File: config.mk
export PLATFORM = sky130hd
export DESIGN_NAME = hazard_ctrl
export DESIGN_NICKNAME = d
export VERILOG_FILES = /design/src/rtl/hazard_ctrl.sv
export SDC_FILE = /design/constraint.sdc
export NUM_CORES = 1
export LEC_CHECK = 0
export ABC_AREA = 0
export CORE_UTILIZATION = 34
export DETAILED_ROUTE_END_ITERATION = 6
export PLACE_DENSITY = 0.68
export RECOVER_POWER = 100
export SYNTH_ARGS = -nofsm -noshare
export SYNTH_HDL_FRONTEND = slang
export SYNTH_SLANG_ARGS = --single-unit
export TNS_END_PERCENT = 1
File: constraint.sdc
create_clock -name clk -period 2.8 [get_ports clk]
set_clock_uncertainty 0.05 [all_clocks]
set_input_delay 0.56 -clock clk [delete_from_list [all_inputs] [get_ports clk]]
set_output_delay 0.56 -clock clk [all_outputs]
set_load 0.02 [all_outputs]
File: src/rtl/hazard_ctrl.sv
// hazard_ctrl: load-use interlock, MUL occupancy, taken-branch squash and stall count; ID decode + EX branch in, PC/IF-ID/ID-EX/EX-MEM controls out
module hazard_ctrl #(
  parameter int REG_AW  = 5,
  parameter int MUL_LAT = 4,
  parameter int CNT_W   = 16
) (
  input  logic              clk,
  input  logic              rst_n,
  input  logic              id_valid,
  input  logic [REG_AW-1:0] id_rs,
  input  logic [REG_AW-1:0] id_rt,
  input  logic              id_uses_rt,
  input  logic              id_wen,
  input  logic              id_memread,
  input  logic              id_is_mul,
  input  logic [REG_AW-1:0] id_dst,
  input  logic              ex_branch_taken,
  output logic              stall_f,
  output logic              flush_d,
  output logic              bubble_e,
  output logic              hold_e,
  output logic              bubble_m,
  output logic              mul_busy,
  output logic [CNT_W-1:0]  stall_cnt
);
  localparam logic [0:0] RUN      = 1'b0;
  localparam logic [0:0] MUL_BUSY = 1'b1;
  localparam int         MC_W     = $clog2(MUL_LAT + 1);
  localparam logic       MUL_MC   = MUL_LAT > 1;
  logic [0:0]        state;
  logic [MC_W-1:0]   mul_cnt;
  logic              ex_ld_valid;
  logic [REG_AW-1:0] ex_ld_dst;
  logic              load_use, run, busy, br, lu, mul_go;
  always_comb begin
    load_use = id_valid & ex_ld_valid & (ex_ld_dst != '0) &
               ((id_rs == ex_ld_dst) | (id_uses_rt & (id_rt == ex_ld_dst)));
    run      = rst_n & (state == RUN);
    busy     = rst_n & (state == MUL_BUSY);
    br       = run & ex_branch_taken;
    lu       = run & ~ex_branch_taken & load_use;
    mul_go   = run & ~ex_branch_taken & ~load_use & id_valid & id_is_mul & MUL_MC;
    stall_f  = lu | busy;
    flush_d  = br;
    bubble_e = br | lu;
    hold_e   = busy;
    bubble_m = busy;
    mul_busy = busy;
  end
  always_ff @(posedge clk or negedge rst_n) begin
    if (!rst_n) begin
      state       <= RUN;
      mul_cnt     <= '0;
      ex_ld_valid <= 1'b0;
      ex_ld_dst   <= '0;
      stall_cnt   <= '0;
    end else begin
      if (!hold_e) begin
        ex_ld_valid <= id_valid & id_memread & id_wen & ~bubble_e;
        ex_ld_dst   <= id_dst;
      end
      if (stall_f && stall_cnt != '1) stall_cnt <= stall_cnt + CNT_W'(1);
      if (mul_go) begin
        state   <= MUL_BUSY;
        mul_cnt <= MC_W'(MUL_LAT - 2);
      end else if (busy) begin
        if (mul_cnt == '0) state <= RUN;
        else mul_cnt <= mul_cnt - MC_W'(1);
      end
    end
  end
endmodule

-- After elaboration in Yosys (flattened, before gate mapping)
Index checks and enable logic that the tools add are counted.
- register bits: 26
- logic and storage cells: 46
- output and inout bits: 22
- input port bits: 23
- add/sub/neg operators: 2
- equal/unequal tests: 4
- reduce and logical (&&, ||, !) cells: 7
- bitwise gates (word level): 22
- multiplexer cells: 6
- operators with widths (kind ; count):
    adder 16 x 1 -> 16 bit (second input constant) ; 1
    inequality test 16 bit (second input constant) ; 1
    AND 1 bit ; 15
    == test 5 bit ; 2
    2-to-1 mux 3 bit ; 3
    nonzero test 5 bit ; 1
    inverter 1 bit ; 4
    AND reduction 2 bit ; 2
    nonzero test 2 bit ; 2
    zero test 3 bit ; 1
    2-to-1 mux 1 bit ; 3
    bitwise OR 1 bit ; 3
    subtractor 3 x 1 -> 3 bit (second input constant) ; 1
    inequality test 2 bit (second input constant) ; 1
    logical AND 1 bit ; 1

-- Longest topological paths before layout
- depth after elaboration: 10
- mapped depth: 7
- mapped depth without buffers: 6

-- Worst setup path before layout
OpenSTA, ideal clock, no wires.
- path type: in2out
- start point: input port id_rt[3]
- end point: output port stall_f
- buffers on the path: 1
- data arrival time: 1.802 ns
- stages on the path: 5
- required time: 2.190 ns
- setup slack: 0.388 ns
- path through: xor2_1 -> nor4_1 -> a32oi_1 -> o41ai_4 -> buf_6
- word-level cells in the longest chain between the ends: 6
- ends and longest elaborated chain (item ; RTL line ; RTL):
    from (decl) ; 11 ; input logic [REG_AW-1:0] id_rt,
    == test 5 bit ; 37 ; ((id_rs == ex_ld_dst) | (id_uses_rt & (id_rt == ex_ld_dst)));
    AND 1 bit ; 37 ;
    bitwise OR 1 bit ; 37 ;
    AND 1 bit ; 36 ; load_use = id_valid & ex_ld_valid & (ex_ld_dst != '0) &
    AND 1 bit ; 41 ; lu = run & ~ex_branch_taken & load_use;
    bitwise OR 1 bit ; 43 ; stall_f = lu | busy;
    to (decl) ; 18 ; output logic stall_f,
No other way between the ends.

-- Worst setup path in the final report
Same ends and word-level chain as after synthesis.

==> run summary <==
commonest non-fill, non-tap cell in the layout - dfrtp_1
Root Buffer - clkbuf_8
initial drt markers - 25
Distinct cells, synth - 34
synthesized area - 1410 µm²
Worst-path clk slew - 0.09 ns
PD cells - 662 nW/µm²
Post-Route Utilization - 50.6%
synth warn - 0
routed len/inst - 13.7 µm
Synth Area per Inst - 10.7 µm²
Std-Cell Core Area - 4000 µm²
total CTS buffers - 3
Setup-failing EPs final - 0
Seq/Total Area, Yosys - 46.0%
Max Cap Viol - 0
Routed WL - 3250 µm
Initial Utilization - 35.3%
Die W - 66.5 µm
# Post-CTS Setup Buffers - 0
Placer Congestion - 0.774
Least-Margin Pin Slew - 0.395 ns
peak supply drop - 0.000371 V
FF+latch count, synth - 26
syn nets - 158
row count - 23
number of antenna violations at the first check in global routing - 0
pins over their slew limit - 0
Mapped Cells - 132
Crit Path Max Fanout - 2
I/O Buffers - 44
Remaining DRCs - 0
Critical Path AT - 2.13 ns
most frequent cells in the layout - dfrtp_1 (26), clkdlybuf4s50_1 (18), dlygate4sd3_1 (17)
post-DP HPWL - 2460 µm
final worst slack - 0.0570 ns
antenna viol nets, final - 0
Leak Pwr - 0.949 nW
Setup TNS - 0 ns
startpoint types - input port
DR vias - 1169
max frequency - 365 MHz
IO Count - 45
outcome - complete, no violations
first-pass GRT wire length - 5240 µm
# diodes - 0
clock latency on the worst-skew pair - 0.27 ns
hold_ws - 0.437 ns
vias in the first global route - 1191
largest net degree at the start of global routing - 30
Clock Path Buffers - 2
grt ovf - 0
CP Class - in2out
Via density - 4.93
overall global routing resource usage - 15.5%
nets - 214
Setup WS pre-CTS - -0.554 ns
hold buffers post-CTS - 0
Tmin final - 2.74 ns
count of final hold-check violations - 0
TritonRoute pass-1 iters - 4
share of layout cells above drive strength 1 - 13.4%
Hold/Removal Path Class - reg2reg
crit end category - primary output
die height - 66.5 µm
area grow syn2layout - 43.1%
area of the die - 4420 µm²
worst path required time - 2.19 ns
Period Utilization, post-route - 98.0%
CTS sink count - 26
Rel. slew slack - 73.4%
H-Tree Level Count - 1
CTS tree - yes
RSZ-0062 raised after global routing - true
-- power breakdown --
group	leakage (nW)	switching [mW]	internal (mW)
Sequential	0.337	0.0793	0.452
Combinational	0.577	0.256	0.242
Clock	0.0357	0.118	0.191
-- cells in the mapped netlist, drive strengths merged --
library cell   n  area share, %
dfrtp         26             46
buf            4            2.2
o2bb2ai        1           0.62
or4            1           0.53
nand4          7            3.1
o211ai         1           0.53
o41ai          1            1.9
nor4           3            1.3
a32oi          1           0.62
mux2           6            4.8
or2b           1           0.62
and2           3            1.4
nor2          11            2.9
a211o          1           0.62
ha             3            2.7
nor3           1           0.35
nand4b         2            1.2
and3           6            2.7
inv            5            1.3
nand3b         2            1.1
nand3          7            2.5
o31a           1           0.62
nand2          9            2.6
xnor2         16            9.9
xor2          10            6.2
o21ai          1           0.35
a21o           1           0.53
mux2i          1           0.71
-- critical path, cell delays in order --
cell and delay [ns]:
clkdlybuf4s50_1 0.43, xor2_1 0.16, nor4_1 0.19, a32oi_1 0.21, o41ai_4 0.37, buf_4 0.21
-- timing repair --
item | in CTS | in global routing
pin swaps | 4 | 2
endpoints found under the setup margin | 6 | 2
resized for setup | 17 | 1
-- layout make-up --
type / instances / area (µm²)
Clock buffer: 3 / 41.3
Multi-Input combinational cell: 97 / 713
Fill cell: 359 / 1980
Timing Repair Buffer: 55 / 507
Inverter: 5 / 18.8
Tap cell: 50 / 62.6
Sequential cell: 26 / 651
Clock inverter: 1 / 30.0
-- kinds of logic after synthesis --
group,after synthesis,synth area share [%]
buf+inv,9,3.54
simple gates,53,20.4
mux,7,5.49
compound gates,8,5.84
flops,26,46.0
xor+xnor,26,16.1
fa+ha+maj,3,2.66
-- flip-flops by register name, summed over array words and instances (netlist names) --
register	flops
ex_ld_dst	5
ex_ld_valid	1
mul_cnt	3
stall_cnt	16
state	1
-- metrics by stage --
step                total power, mW  area [µm²]  instances
finish                         1.34        2020        237
global route                   1.42        2020        237
CTS                            1.37        2040        237
detailed placement             1.07        1970        233
global placement               1.04        1970        233
floorplan                     0.842        1410        132
-- path summary, 6_finish.rpt --
check / startpoint / endpoint / slack [ns] / cells past startpoint
worst max-delay path: id_rt[3] / stall_f / 0.06 / 6
worst min-delay path: stall_cnt[11] / stall_cnt[11] / 0.44 / 1
worst max register to register: ex_ld_dst[1] / stall_cnt[1] / 0.39 / 7
worst min register to register: stall_cnt[11] / stall_cnt[11] / 0.44 / 1
max in group asynchronous: rst_n / stall_cnt[11] / 1.80 / 2
min in group asynchronous: rst_n / ex_ld_dst[3] / 0.71 / 2
-- layer usage --
| metal | up-vias | global-route usage (%) | share of wire, % |
|---|---|---|---|
| li1 | 566 | - | - |
| met1 | 563 | 19.1 | 44 |
| met5 | - | 0 | 0 |
| met3 | 4 | 2.74 | 5.9 |
| met2 | 36 | 27.8 | 49 |
| met4 | 0 | 3.99 | 0.89 |
(Power assumes the default switching activity.)
